==> src/rtl/gf2_pkg.sv <==
// Shared GF(2) helpers for the solver and the RREF engine: the solver state
// type, a clog2 that never returns less than 1, and a popcount.
package gf2_pkg;

  typedef enum logic [1:0] {
    ST_IDLE = 2'd0,
    ST_SCAN = 2'd1,
    ST_ENUM = 2'd2,
    ST_DONE = 2'd3
  } solver_state_e;

  function automatic int clog2_f1(input int n);
    int r;
    r = $clog2(n);
    return (r < 1) ? 1 : r;
  endfunction

  // Operands narrower than 64 bits are zero-extended by the caller.
  function automatic int unsigned popcount(input logic [63:0] v);
    int unsigned c;
    c = 0;
    for (int i = 0; i < 64; i++) begin
      c += 32'(v[i]);
    end
    return c;
  endfunction

endpackage

==> src/rtl/gf2_min_weight_solver_if.sv <==
// Request/result bundle for gf2_min_weight_solver. With
// GF2_MIN_WEIGHT_SOLVER_SOLUTION_OUT_EN defined it also carries the argmin vector.
interface gf2_min_weight_solver_if
  import gf2_pkg::*;
#(
  parameter int MAX_ROWS = 16,
  parameter int MAX_COLS = 16
);
  localparam int MAX_ROWS_W = clog2_f1(MAX_ROWS + 1);
  localparam int MAX_COLS_W = clog2_f1(MAX_COLS + 1);

  logic                               start;
  logic [MAX_ROWS_W-1:0]              rows;
  logic [MAX_COLS_W-1:0]              cols;
  logic [MAX_ROWS-1:0][MAX_COLS-1:0]  RREF;
  logic                               ready;
  logic                               solvable;
  logic                               overflow;
  logic [MAX_COLS_W-1:0]              min_weight;
  logic                               busy;
`ifdef GF2_MIN_WEIGHT_SOLVER_SOLUTION_OUT_EN
  logic [MAX_COLS-1:0]                solution;
`endif

  modport master (
    output start, rows, cols, RREF,
`ifdef GF2_MIN_WEIGHT_SOLVER_SOLUTION_OUT_EN
    input  solution,
`endif
    input  ready, solvable, overflow, min_weight, busy
  );

  modport slave (
    input  start, rows, cols, RREF,
`ifdef GF2_MIN_WEIGHT_SOLVER_SOLUTION_OUT_EN
    output solution,
`endif
    output ready, solvable, overflow, min_weight, busy
  );

endinterface

==> src/rtl/gf2_min_weight_solver_pdep.sv <==
// gf2_pdep: deposits the low counter bits into the set positions of mask,
// counter bit 0 going to the most significant set position (lowest variable).
module gf2_pdep #(
  parameter int MAX_COLS = 16,
  parameter int MAX_FREE = 8
) (
  input  logic [MAX_FREE-1:0] cnt,
  input  logic [MAX_COLS-1:0] mask,
  output logic [MAX_COLS-1:0] dep
);

  always_comb begin
    int k;
    dep = '0;
    k   = 0;
    for (int b = MAX_COLS - 1; b >= 0; b--) begin
      if (mask[b]) begin
        if (k < MAX_FREE) begin
          dep[b] = cnt[k];
        end
        k++;
      end
    end
  end

endmodule

==> src/rtl/gf2_min_weight_solver.sv <==
// Minimum Hamming-weight solver for an RREF system [A|b] over GF(2).
// Optional argmin output enabled by GF2_MIN_WEIGHT_SOLVER_SOLUTION_OUT_EN.
module gf2_min_weight_solver
  import gf2_pkg::*;
#(
  parameter int MAX_ROWS = 16,
  parameter int MAX_COLS = 16,
  parameter int MAX_FREE = 8
) (
  input  logic                   clk,
  input  logic                   rst_n,
  gf2_min_weight_solver_if.slave bus
);
  localparam int MAX_ROWS_W     = clog2_f1(MAX_ROWS + 1);
  localparam int MAX_COLS_W     = clog2_f1(MAX_COLS + 1);
  localparam int MAX_COLS_IDX_W = clog2_f1(MAX_COLS);
  localparam int ROW_IDX_W      = clog2_f1(MAX_ROWS);

  solver_state_e state_reg, state_next;

  logic [MAX_ROWS-1:0][MAX_COLS-1:0]       mat_reg;
  logic [MAX_ROWS_W-1:0]                   rows_reg;
  logic [MAX_COLS_W-1:0]                   cols_reg;
  logic [MAX_ROWS_W-1:0]                   row_idx_reg;
  logic [MAX_COLS-1:0]                     pivot_mask_reg;
  logic [MAX_ROWS-1:0][MAX_COLS_IDX_W-1:0] pivot_col_reg;
  logic [MAX_ROWS-1:0]                     pivot_valid_reg;
  logic                                    incons_reg;
  logic                                    free_ovf_reg;
  logic [MAX_COLS-1:0]                     free_mask_reg;
  logic [MAX_COLS_W-1:0]                   nfree_reg;
  logic [MAX_FREE-1:0]                     cnt_reg;
  logic [MAX_COLS_W-1:0]                   best_w_reg;
  logic                                    ready_reg;
  logic                                    solvable_reg;
  logic                                    overflow_reg;
  logic [MAX_COLS_W-1:0]                   min_weight_reg;
`ifdef GF2_MIN_WEIGHT_SOLVER_SOLUTION_OUT_EN
  logic [MAX_COLS-1:0]                     best_x_reg;
  logic [MAX_COLS-1:0]                     solution_reg;
`endif

  // Column masks derived from the latched column count
  logic [MAX_COLS-1:0] var_mask;
  logic [MAX_COLS-1:0] rhs_mask;

  for (genvar gi = 0; gi < MAX_COLS; gi++) begin : g_col
    assign var_mask[gi] = (32'(gi) + 32'(cols_reg)) >  32'(MAX_COLS);
    assign rhs_mask[gi] = (32'(gi) + 32'(cols_reg)) == 32'(MAX_COLS);
  end

  // Row scan
  logic [MAX_COLS-1:0]       scan_row;
  logic [MAX_COLS-1:0]       scan_vars;
  logic                      scan_rhs;
  logic                      scan_has_pivot;
  logic [MAX_COLS_IDX_W-1:0] scan_pivot_idx;
  logic [MAX_COLS-1:0]       scan_pivot_bit;
  logic                      scan_last;
  logic [MAX_COLS-1:0]       scan_free_mask;
  logic [MAX_COLS_W-1:0]     scan_nfree;
  logic                      scan_ovf;
  logic                      scan_incons;

  assign scan_row       = mat_reg[row_idx_reg[ROW_IDX_W-1:0]];
  assign scan_vars      = scan_row & var_mask;
  assign scan_rhs       = |(scan_row & rhs_mask);
  assign scan_has_pivot = |scan_vars;
  assign scan_last      = (row_idx_reg == rows_reg - 1'b1);

  // Ascending sweep: the last hit is the highest set variable bit.
  always_comb begin
    scan_pivot_idx = '0;
    for (int b = 0; b < MAX_COLS; b++) begin
      if (scan_vars[b]) begin
        scan_pivot_idx = MAX_COLS_IDX_W'(b);
      end
    end
  end

  assign scan_pivot_bit = scan_has_pivot ? (MAX_COLS'(1) << scan_pivot_idx) : '0;
  assign scan_free_mask = var_mask & ~(pivot_mask_reg | scan_pivot_bit);
  assign scan_nfree     = MAX_COLS_W'(popcount(64'(scan_free_mask)));
  assign scan_ovf       = int'(scan_nfree) > MAX_FREE;
  assign scan_incons    = incons_reg | (!scan_has_pivot && scan_rhs);

  // Enumeration datapath
  logic [MAX_COLS-1:0]               free_assign;
  logic [MAX_ROWS-1:0][MAX_COLS-1:0] pivot_set;
  logic [MAX_COLS-1:0]               enum_x;
  logic [MAX_COLS_W-1:0]             enum_w;
  logic [MAX_FREE:0]                 cnt_inc;
  logic [MAX_FREE:0]                 cnt_end;
  logic                              enum_last;

  gf2_pdep #(
    .MAX_COLS (MAX_COLS),
    .MAX_FREE (MAX_FREE)
  ) u_pdep (
    .cnt  (cnt_reg),
    .mask (free_mask_reg),
    .dep  (free_assign)
  );

  for (genvar gi = 0; gi < MAX_ROWS; gi++) begin : g_row
    logic [MAX_COLS-1:0] row_vars;
    logic                row_rhs;
    logic                pivot_val;
    assign row_vars  = mat_reg[gi] & var_mask;
    assign row_rhs   = |(mat_reg[gi] & rhs_mask);
    assign pivot_val = row_rhs ^ (^(row_vars & free_assign));
    assign pivot_set[gi] = (pivot_valid_reg[gi] && pivot_val)
                         ? (MAX_COLS'(1) << pivot_col_reg[gi]) : '0;
  end

  always_comb begin
    enum_x = free_assign;
    for (int r = 0; r < MAX_ROWS; r++) begin
      enum_x = enum_x | pivot_set[r];
    end
  end

  assign enum_w    = MAX_COLS_W'(popcount(64'(enum_x)));
  assign cnt_inc   = {1'b0, cnt_reg} + 1'b1;
  assign cnt_end   = (MAX_FREE + 1)'(1) << nfree_reg;
  assign enum_last = (cnt_inc == cnt_end);

  always_ff @(posedge clk) begin
    if (!rst_n) begin
      state_reg <= ST_IDLE;
    end else begin
      state_reg <= state_next;
    end
  end

  always_comb begin
    state_next = state_reg;
    case (state_reg)
      ST_IDLE: if (bus.start) state_next = ST_SCAN;
      ST_SCAN: if (scan_last) state_next = (scan_incons || scan_ovf) ? ST_DONE : ST_ENUM;
      ST_ENUM: if (enum_last) state_next = ST_DONE;
      ST_DONE: state_next = ST_IDLE;
      default: state_next = ST_IDLE;
    endcase
  end

  logic solvable_next;
  assign solvable_next = !incons_reg && !free_ovf_reg;

  always_ff @(posedge clk) begin
    if (!rst_n) begin
      mat_reg         <= '0;
      rows_reg        <= '0;
      cols_reg        <= '0;
      row_idx_reg     <= '0;
      pivot_mask_reg  <= '0;
      pivot_col_reg   <= '0;
      pivot_valid_reg <= '0;
      incons_reg      <= 1'b0;
      free_ovf_reg    <= 1'b0;
      free_mask_reg   <= '0;
      nfree_reg       <= '0;
      cnt_reg         <= '0;
      best_w_reg      <= '0;
      ready_reg       <= 1'b0;
      solvable_reg    <= 1'b0;
      overflow_reg    <= 1'b0;
      min_weight_reg  <= '0;
`ifdef GF2_MIN_WEIGHT_SOLVER_SOLUTION_OUT_EN
      best_x_reg      <= '0;
      solution_reg    <= '0;
`endif
    end else begin
      ready_reg <= 1'b0;
      case (state_reg)
        ST_IDLE: begin
          if (bus.start) begin
            mat_reg         <= bus.RREF;
            rows_reg        <= bus.rows;
            cols_reg        <= bus.cols;
            row_idx_reg     <= '0;
            pivot_mask_reg  <= '0;
            pivot_valid_reg <= '0;
            incons_reg      <= 1'b0;
            cnt_reg         <= '0;
          end
        end
        ST_SCAN: begin
          pivot_col_reg[row_idx_reg[ROW_IDX_W-1:0]]   <= scan_pivot_idx;
          pivot_valid_reg[row_idx_reg[ROW_IDX_W-1:0]] <= scan_has_pivot;
          pivot_mask_reg <= pivot_mask_reg | scan_pivot_bit;
          incons_reg     <= scan_incons;
          row_idx_reg    <= row_idx_reg + 1'b1;
          if (scan_last) begin
            free_mask_reg <= scan_free_mask;
            nfree_reg     <= scan_nfree;
            free_ovf_reg  <= scan_ovf;
          end
        end
        ST_ENUM: begin
          // Strict compare keeps the earliest counter value on ties.
          if (cnt_reg == '0 || enum_w < best_w_reg) begin
            best_w_reg <= enum_w;
`ifdef GF2_MIN_WEIGHT_SOLVER_SOLUTION_OUT_EN
            best_x_reg <= enum_x;
`endif
          end
          cnt_reg <= cnt_reg + 1'b1;
        end
        ST_DONE: begin
          solvable_reg   <= solvable_next;
          overflow_reg   <= free_ovf_reg;
          min_weight_reg <= solvable_next ? best_w_reg : '0;
`ifdef GF2_MIN_WEIGHT_SOLVER_SOLUTION_OUT_EN
          solution_reg   <= solvable_next ? best_x_reg : '0;
`endif
          ready_reg      <= 1'b1;
        end
        default: ;
      endcase
    end
  end

  assign bus.ready      = ready_reg;
  assign bus.solvable   = solvable_reg;
  assign bus.overflow   = overflow_reg;
  assign bus.min_weight = min_weight_reg;
  assign bus.busy       = (state_reg != ST_IDLE);
`ifdef GF2_MIN_WEIGHT_SOLVER_SOLUTION_OUT_EN
  assign bus.solution   = solution_reg;
`endif

endmodule

==> src/flat_wrapper.sv <==
// flat-port wrapper written by rule: the top's interface ports become plain ports
module gf2_min_weight_solver_flat import gf2_pkg::*;
#(
  parameter int MAX_ROWS = 16,
  parameter int MAX_COLS = 16,
  parameter int MAX_FREE = 8
)
  (clk, rst_n, bus_start, bus_rows, bus_cols, bus_RREF, bus_ready, bus_solvable, bus_overflow, bus_min_weight, bus_busy);
  gf2_min_weight_solver_if #(.MAX_ROWS(MAX_ROWS), .MAX_COLS(MAX_COLS)) bus_i ();
  input  logic clk;
  input  logic rst_n;
  input wire logic [$bits(bus_i.start)-1:0] bus_start;
  input wire logic [$bits(bus_i.rows)-1:0] bus_rows;
  input wire logic [$bits(bus_i.cols)-1:0] bus_cols;
  input wire logic [$bits(bus_i.RREF)-1:0] bus_RREF;
  output wire logic [$bits(bus_i.ready)-1:0] bus_ready;
  output wire logic [$bits(bus_i.solvable)-1:0] bus_solvable;
  output wire logic [$bits(bus_i.overflow)-1:0] bus_overflow;
  output wire logic [$bits(bus_i.min_weight)-1:0] bus_min_weight;
  output wire logic [$bits(bus_i.busy)-1:0] bus_busy;
  assign bus_i.start = bus_start;
  assign bus_i.rows = bus_rows;
  assign bus_i.cols = bus_cols;
  assign bus_i.RREF = bus_RREF;
  assign bus_ready = bus_i.ready;
  assign bus_solvable = bus_i.solvable;
  assign bus_overflow = bus_i.overflow;
  assign bus_min_weight = bus_i.min_weight;
  assign bus_busy = bus_i.busy;
  gf2_min_weight_solver #(.MAX_ROWS(MAX_ROWS), .MAX_COLS(MAX_COLS), .MAX_FREE(MAX_FREE)) u_core (.clk(clk), .rst_n(rst_n), .bus(bus_i));
endmodule
==> config.mk <==
export PLATFORM = sky130hd
export DESIGN_NAME = gf2_min_weight_solver_flat
export DESIGN_NICKNAME = d
export VERILOG_FILES = /design/src/rtl/gf2_pkg.sv /design/src/rtl/gf2_min_weight_solver_if.sv /design/src/rtl/gf2_min_weight_solver_pdep.sv /design/src/rtl/gf2_min_weight_solver.sv /design/src/flat_wrapper.sv
export SDC_FILE = /design/constraint.sdc
export NUM_CORES = 2
export LEC_CHECK = 0
export CORE_ASPECT_RATIO = 0.75
export CORE_MARGIN = 8
export CORE_UTILIZATION = 25
export DETAILED_ROUTE_END_ITERATION = 12
export PLACE_DENSITY = 0.44
export SYNTH_ARGS = -nofsm -noshare
export SYNTH_HDL_FRONTEND = slang
export SYNTH_HIERARCHICAL = 1
export SYNTH_SLANG_ARGS = --single-unit
export TNS_END_PERCENT = 10
==> constraint.sdc <==
create_clock -name clk -period 20.9 [get_ports clk]
set_input_delay 3.135 -clock clk [delete_from_list [all_inputs] [get_ports clk]]
set_output_delay 3.135 -clock clk [all_outputs]
set_load 0.05 [all_outputs]
# Yosys cells after proc, flatten, opt, wreduce, memory -nomap -nowiden
# Cells that the tools add are included.
# totals
register_bits	413
in_bits	269
output_inout_bits	9
wordCells	505
# classes
addsub	63
magnitude_cmp	50
n_eq_ne	24
shifts	18
mux	147
n_bitwise	86
reduce_logical	69
# ops
operator	n
$lt A32 B5 Y1 const B	29
$and A16 B16 Y16	51
$eq A32 B5 Y1 const B	15
$gt A32 B5 Y1 const B	15
$add A32 B2 Y32 const B	14
$mux W32	14
$mux W16	19
$reduce_or A16 Y1	18
$or A16 B16 Y16	17
$shl A1 B4 Y16 const A	17
$reduce_xor A16 Y1	16
$add A5 B1 Y5	28
$mux W1	67
$bmux W16 S4	1
$bwmux W64	1
$pmux W16 S2	2
$add A4 B5 Y6 const A	8
$bmux W1 S3	15
$mux W4	9
$add A3 B5 Y6 const A	4
$logic_and A1 B1 Y1	19
$bwmux W16	1
$demux W4 S4	1
$not A16 Y16	1
other kinds (39)	75

# Logic depth before layout (Yosys ltp)
# depth
word_depth	73
mapped_depth	80
mapped_depth_nobuf	76

# Hierarchy
# Netlist, hierarchy kept.
# modules_own_cells
module	instances	cells_each	area_each_um2	seq_area_each_um2
gf2_min_weight_solver	1	3473	28787.6	8267.9
gf2_pdep	1	354	3124.2	0.0

# Worst setup path before layout
# OpenSTA, ideal clock, no wires.
# synth_timing
path_kind	flip-flop to flip-flop
startpoint	register u_core.free_mask_reg[15]
endpoint	register u_core.best_w_reg[3]
setup_ps	128
t_arrival_ps	16515
required_ps	20772
setup_slack_ps	4257
path_stages_with_launch	81
path_buffers	4
synth_period_minus_slack_ps	16643
path_cell_list	dfxtp_1 inv_1 ha_1 buf_4 nand2b_1 mux2i_1 nor2_1 ha_1 nand2b_1 o41a_1 and2_1 buf_4 ha_1 mux2i_4 inv_2 ha_1 nand2_1 o21ai_1 [45 not listed] fa_1 fa_1 inv_1 fa_1 inv_1 fa_1 inv_1 ha_1 fa_1 xor2_1 ha_1 nor2b_1 o21ai_0 nand2b_1 a21oi_1 o21ai_1 mux2i_1 nor2_1
# synth_between
elab_chain_cells	73
word_cells_on_any_way	234
classes_between	29 x add/sub; 16 x order compare; 107 x mux; 48 x bitwise; 34 x reduce/logical
# synth_lines
item	line_no	source
start: declaration	gf2_min_weight_solver.sv:30	logic [MAX_COLS-1:0] free_mask_reg;
start signal: assignment	gf2_min_weight_solver.sv:195	free_mask_reg <= scan_free_mask;
$mux W1 (*)	gf2_min_weight_solver_pdep.sv:17	if (mask[b]) begin
$add A32 B2 Y32	gf2_min_weight_solver_pdep.sv:21	k++;
$mux W32 (*)	gf2_min_weight_solver_pdep.sv:17	
$add A32 B2 Y32	gf2_min_weight_solver_pdep.sv:21	
$mux W32 (*)	gf2_min_weight_solver_pdep.sv:17	
$add A32 B2 Y32	gf2_min_weight_solver_pdep.sv:21	
$mux W32 (*)	gf2_min_weight_solver_pdep.sv:17	
$add A32 B2 Y32	gf2_min_weight_solver_pdep.sv:21	
[26 not listed]	-	
via u_core.free_assign[0]	gf2_min_weight_solver.sv:88	logic [MAX_COLS-1:0] free_assign;
[20 not listed]	-	
$or A16 B16 Y16 (*)	gf2_min_weight_solver.sv:119	enum_x = enum_x | pivot_set[r];
$add A1 B1 Y2	gf2_pkg.sv:23	c += 32'(v[i]);
$add A5 B1 Y5 (13 in a row)	gf2_pkg.sv:23	
$add A5 B1 Y5 (*)	gf2_pkg.sv:23	
via u_core.enum_w[2]	gf2_min_weight_solver.sv:91	logic [MAX_COLS_W-1:0] enum_w;
$lt A5 B5 Y1 (*)	gf2_min_weight_solver.sv:202	if (cnt_reg == '0 || enum_w < best_w_reg) begin
$logic_or A1 B1 Y1 (*)	gf2_min_weight_solver.sv:202	
$reduce_and A2 Y1 (no source line) (*)	-	
end signal: assignment	gf2_min_weight_solver.sv:203	best_w_reg <= enum_w;
end: declaration	gf2_min_weight_solver.sv:33	logic [MAX_COLS_W-1:0] best_w_reg;
# Mark *: on every way through the listed nets, which the timed path passes. The select of a mux whose other input is x is not followed.
# A chain may end at the register's enable or synchronous reset.

# Worst setup path in the final report
# Same ends and word-level chain as after synthesis.

==> results.cfg <==
[clock_tree]
cts_tree = done
post_cts_resized = 0
clk_pin_slew_ns = 0.06
clock_latency_ns = 0.63
ctsHoldBuffers = 0
clockBufferDepth = 3
htree_levels = 2
cts_setup_buffers = 0
clock_sinks = 413
numCtsBuffers = 49
root_buffer = clkbuf_16

[place]
dp_hpwl_um = 129000
port_buffers = 277
dpl_cell_area_um2 = 36300
gp_congestion = 1.00

[final_layout]
final_area_um2 = 38000
drive_above_1_share_pct = 9.16
fin_nets = 4310
multiInputGateArea_um2 = 22200
largest_reg_flops = 256
syn2layout_area_growth_pct = 19.0
n_fill_cell = 13600
ff_latch_area_um2 = 8280

[yosys]
synthTopCellsByArea = dfxtp_1, nand2_1, a21boi_0
yosysUniqueCellTypes = 129
ys.flop_type = dfxtp_1
synth_top_area_cell = dfxtp_1
synth_edf_count = 0
syn_nets = 4166
synth.yosys.warnings = 6
synthCells = 3827
asyncSetResetFlopFracSynth_pct = 0
ys_ff_latch = 413
synth_common_cells = nand2_1, dfxtp_1, a21boi_0, clkbuf_1, nand3_1
synth_seq_area_share_pct = 25.9
yosysMostFrequentCell = nand2_1
syn_area_per_cell_um2 = 8.34
netlist.area_leader.share_pct = 25.9
synthesis.area_um2 = 31900

[routing]
firstDrtPassIters = 6
routedWlPerCell_um = 29.4
ant_nets = 0
drtIter0Drc = 4283
vias_per_cell = 5.59
wirelength_um = 167000
vias = 31700
remaining_drc_errors = 0

[timing]
setup_violations = 0
rsz0062_at_grt = no
worst_pin_slew_ns = 1.15
slew_violations = 0
finalHoldViolCount = 0
tns_ns = 0
min_period_ns = 19.72
fin_hold_ws_ns = 0.461
max_slew_margin_pct = 21.2
fmax_mhz = 50.7
finalCritPeriodShare_pct = 94.4
skew_ns = 0.0395

[hold_path]
timing.hold.worst.start = u_core/pivot_mask_reg[5]
hold_path_depth = 2
hold_end = u_core/pivot_mask_reg[5]
min_path_type = reg -> reg

[critical_path]
worstRegToRegCells = 74
cp_max_fo = 12
slowest_delay_ns = 0.73
reg2reg_slack_ns = 1.18
crit_top_cell = ha_1
reg2reg_from = u_core/free_mask_reg[15]
worstSetupPathType = reg -> reg
end_kind = flop
start_kind = flop
cp.required_ns = 21.36
r2r_end = u_core/best_w_reg[3]
crit_arrival_ns = 20.18
slowest_stage = and2_1

[global_routing]
track_usage_pct = 22.7
grt-ovfl-total = 0
grt_first_pass_wirelength_um = 234000
grt_pass1_vias = 30100
grt_max_degree = 218
antenna_found_initial = 14

[flow_run]
maxCapViolations = 0

[floorplan]
core_area_um2 = 127000
ios = 278
die_x_um = 429
core.rowCount = 113
initial_core_util_pct = 25.2
dieArea_um2 = 139000
dieHeight_um = 325

[power]
totalPowerFinal_mw = 3.36
ir_drop_v = 0.0000538
leakage_nw = 14.2
powerDensity_nw_per_um2 = 88.4

[status]
status = finished clean
==> power breakdown <==
part | internal [mW] | total [mW] | switching, mW
sequential | 0.902 | 1.13 | 0.231
combinational | 0.452 | 1.34 | 0.890
clock | 0.503 | 0.880 | 0.377
total | 1.86 | 3.36 | 1.50
==> metal layers <==
layer  routed length (µm)  share of wire (%)  global-route usage [%]
met5                   61              0.037                       0
met4                 4200                2.5                    4.93
met3                19800                 12                    8.03
met2                65800                 39                    31.8
met1                77200                 46                    33.0
==> area by class of cell <==
| class | count | area share, % |
|---|---|---|
| clock inverter | 17 | 0.544 |
| multi-input combinational | 3046 | 58.4 |
| tap | 1667 | 5.49 |
| clock buffer | 70 | 3.68 |
| timing repair buffer | 362 | 9.03 |
| inverter | 99 | 0.979 |
| antenna | 5 | 0.0330 |
| sequential | 413 | 21.8 |
==> cells by family after synthesis <==
family / Yosys count / share of synthesized area, %
DFF: 413 / 25.9
AOI/OAI and AO/OA: 901 / 21.6
xor gates and xnor gates: 261 / 11.3
and+or+nand+nor: 1651 / 24.3
muxes: 162 / 8.74
adders and majority gates: 71 / 3.25
buffers and inverters: 368 / 4.90
==> worst max-delay path: cells and delay by family, from the launching register on <==
family	cells	cell delay (ns)
fa+ha+maj	19	6.83
simple gates	16	3.98
compound gates	13	3.16
xor+xnor	8	2.10
mux	8	2.03
buf+inv	10	1.05
flops	1	0.42
==> how the worst max path moves through the flow <==
stage	startpoint	end	slack, ns
after floorplan	u_core/free_mask_reg[15]	u_core/best_w_reg[3]	4.26
after global placement	u_core/free_mask_reg[15]	u_core/best_w_reg[3]	1.56
after detailed placement	u_core/free_mask_reg[15]	u_core/best_w_reg[3]	1.32
after CTS	u_core/free_mask_reg[15]	u_core/best_w_reg[3]	1.29
after global routing	u_core/free_mask_reg[14]	u_core/best_w_reg[3]	0.11
final	u_core/free_mask_reg[15]	u_core/best_w_reg[3]	1.18
==> metrics by stage <==
stage | util (%) | instances | setup WS (ns)
6_report | 30.0 | 5679 | 1.18
3_5_place_dp | 28.7 | 5587 | 1.32
3_3_place_gp | 28.7 | 5587 | 1.56
4_1_cts | 30.0 | 5674 | 1.29
5_1_grt | 30.0 | 5674 | 0.112
2_1_floorplan | - | 3827 | 4.26
==> layout by cell type (no fill, tap or decap), types with 13 or more instances in the layout <==
cell type        netlist  layout
mux4_2                82      82
xor2_1                46      46
nand4_1               45      45
nor2_1               158     157
a22oi_1               61      61
a211oi_1              36      36
o31ai_1               13      13
ha_1                  50      50
xnor2_1              120     120
a31oi_1               14      14
o21ai_0               54      53
dfxtp_1              413     410
nand3_1              160     160
o211a_1               66      66
a221oi_1              21      21
nor3_1                64      58
clkbuf_1             182      13
inv_1                 95      95
o211ai_1              23      23
nor3b_1               21      20
a21oi_1              102     101
xnor3_1               63      63
nand2b_1              42      42
nand4b_1              18      18
a21boi_0             283     283
and3_1                28      28
buf_4                 10      84
nand2_1              895     894
nor4_1                14      14
clkbuf_16              0      50
nor2b_1               56      54
clkdlybuf4s50_1        0     276
and2_1                59      58
a22o_1                55      55
mux2i_1               59      57
fa_1                  20      20
Note: power is estimated with default switching activity, not from simulation.
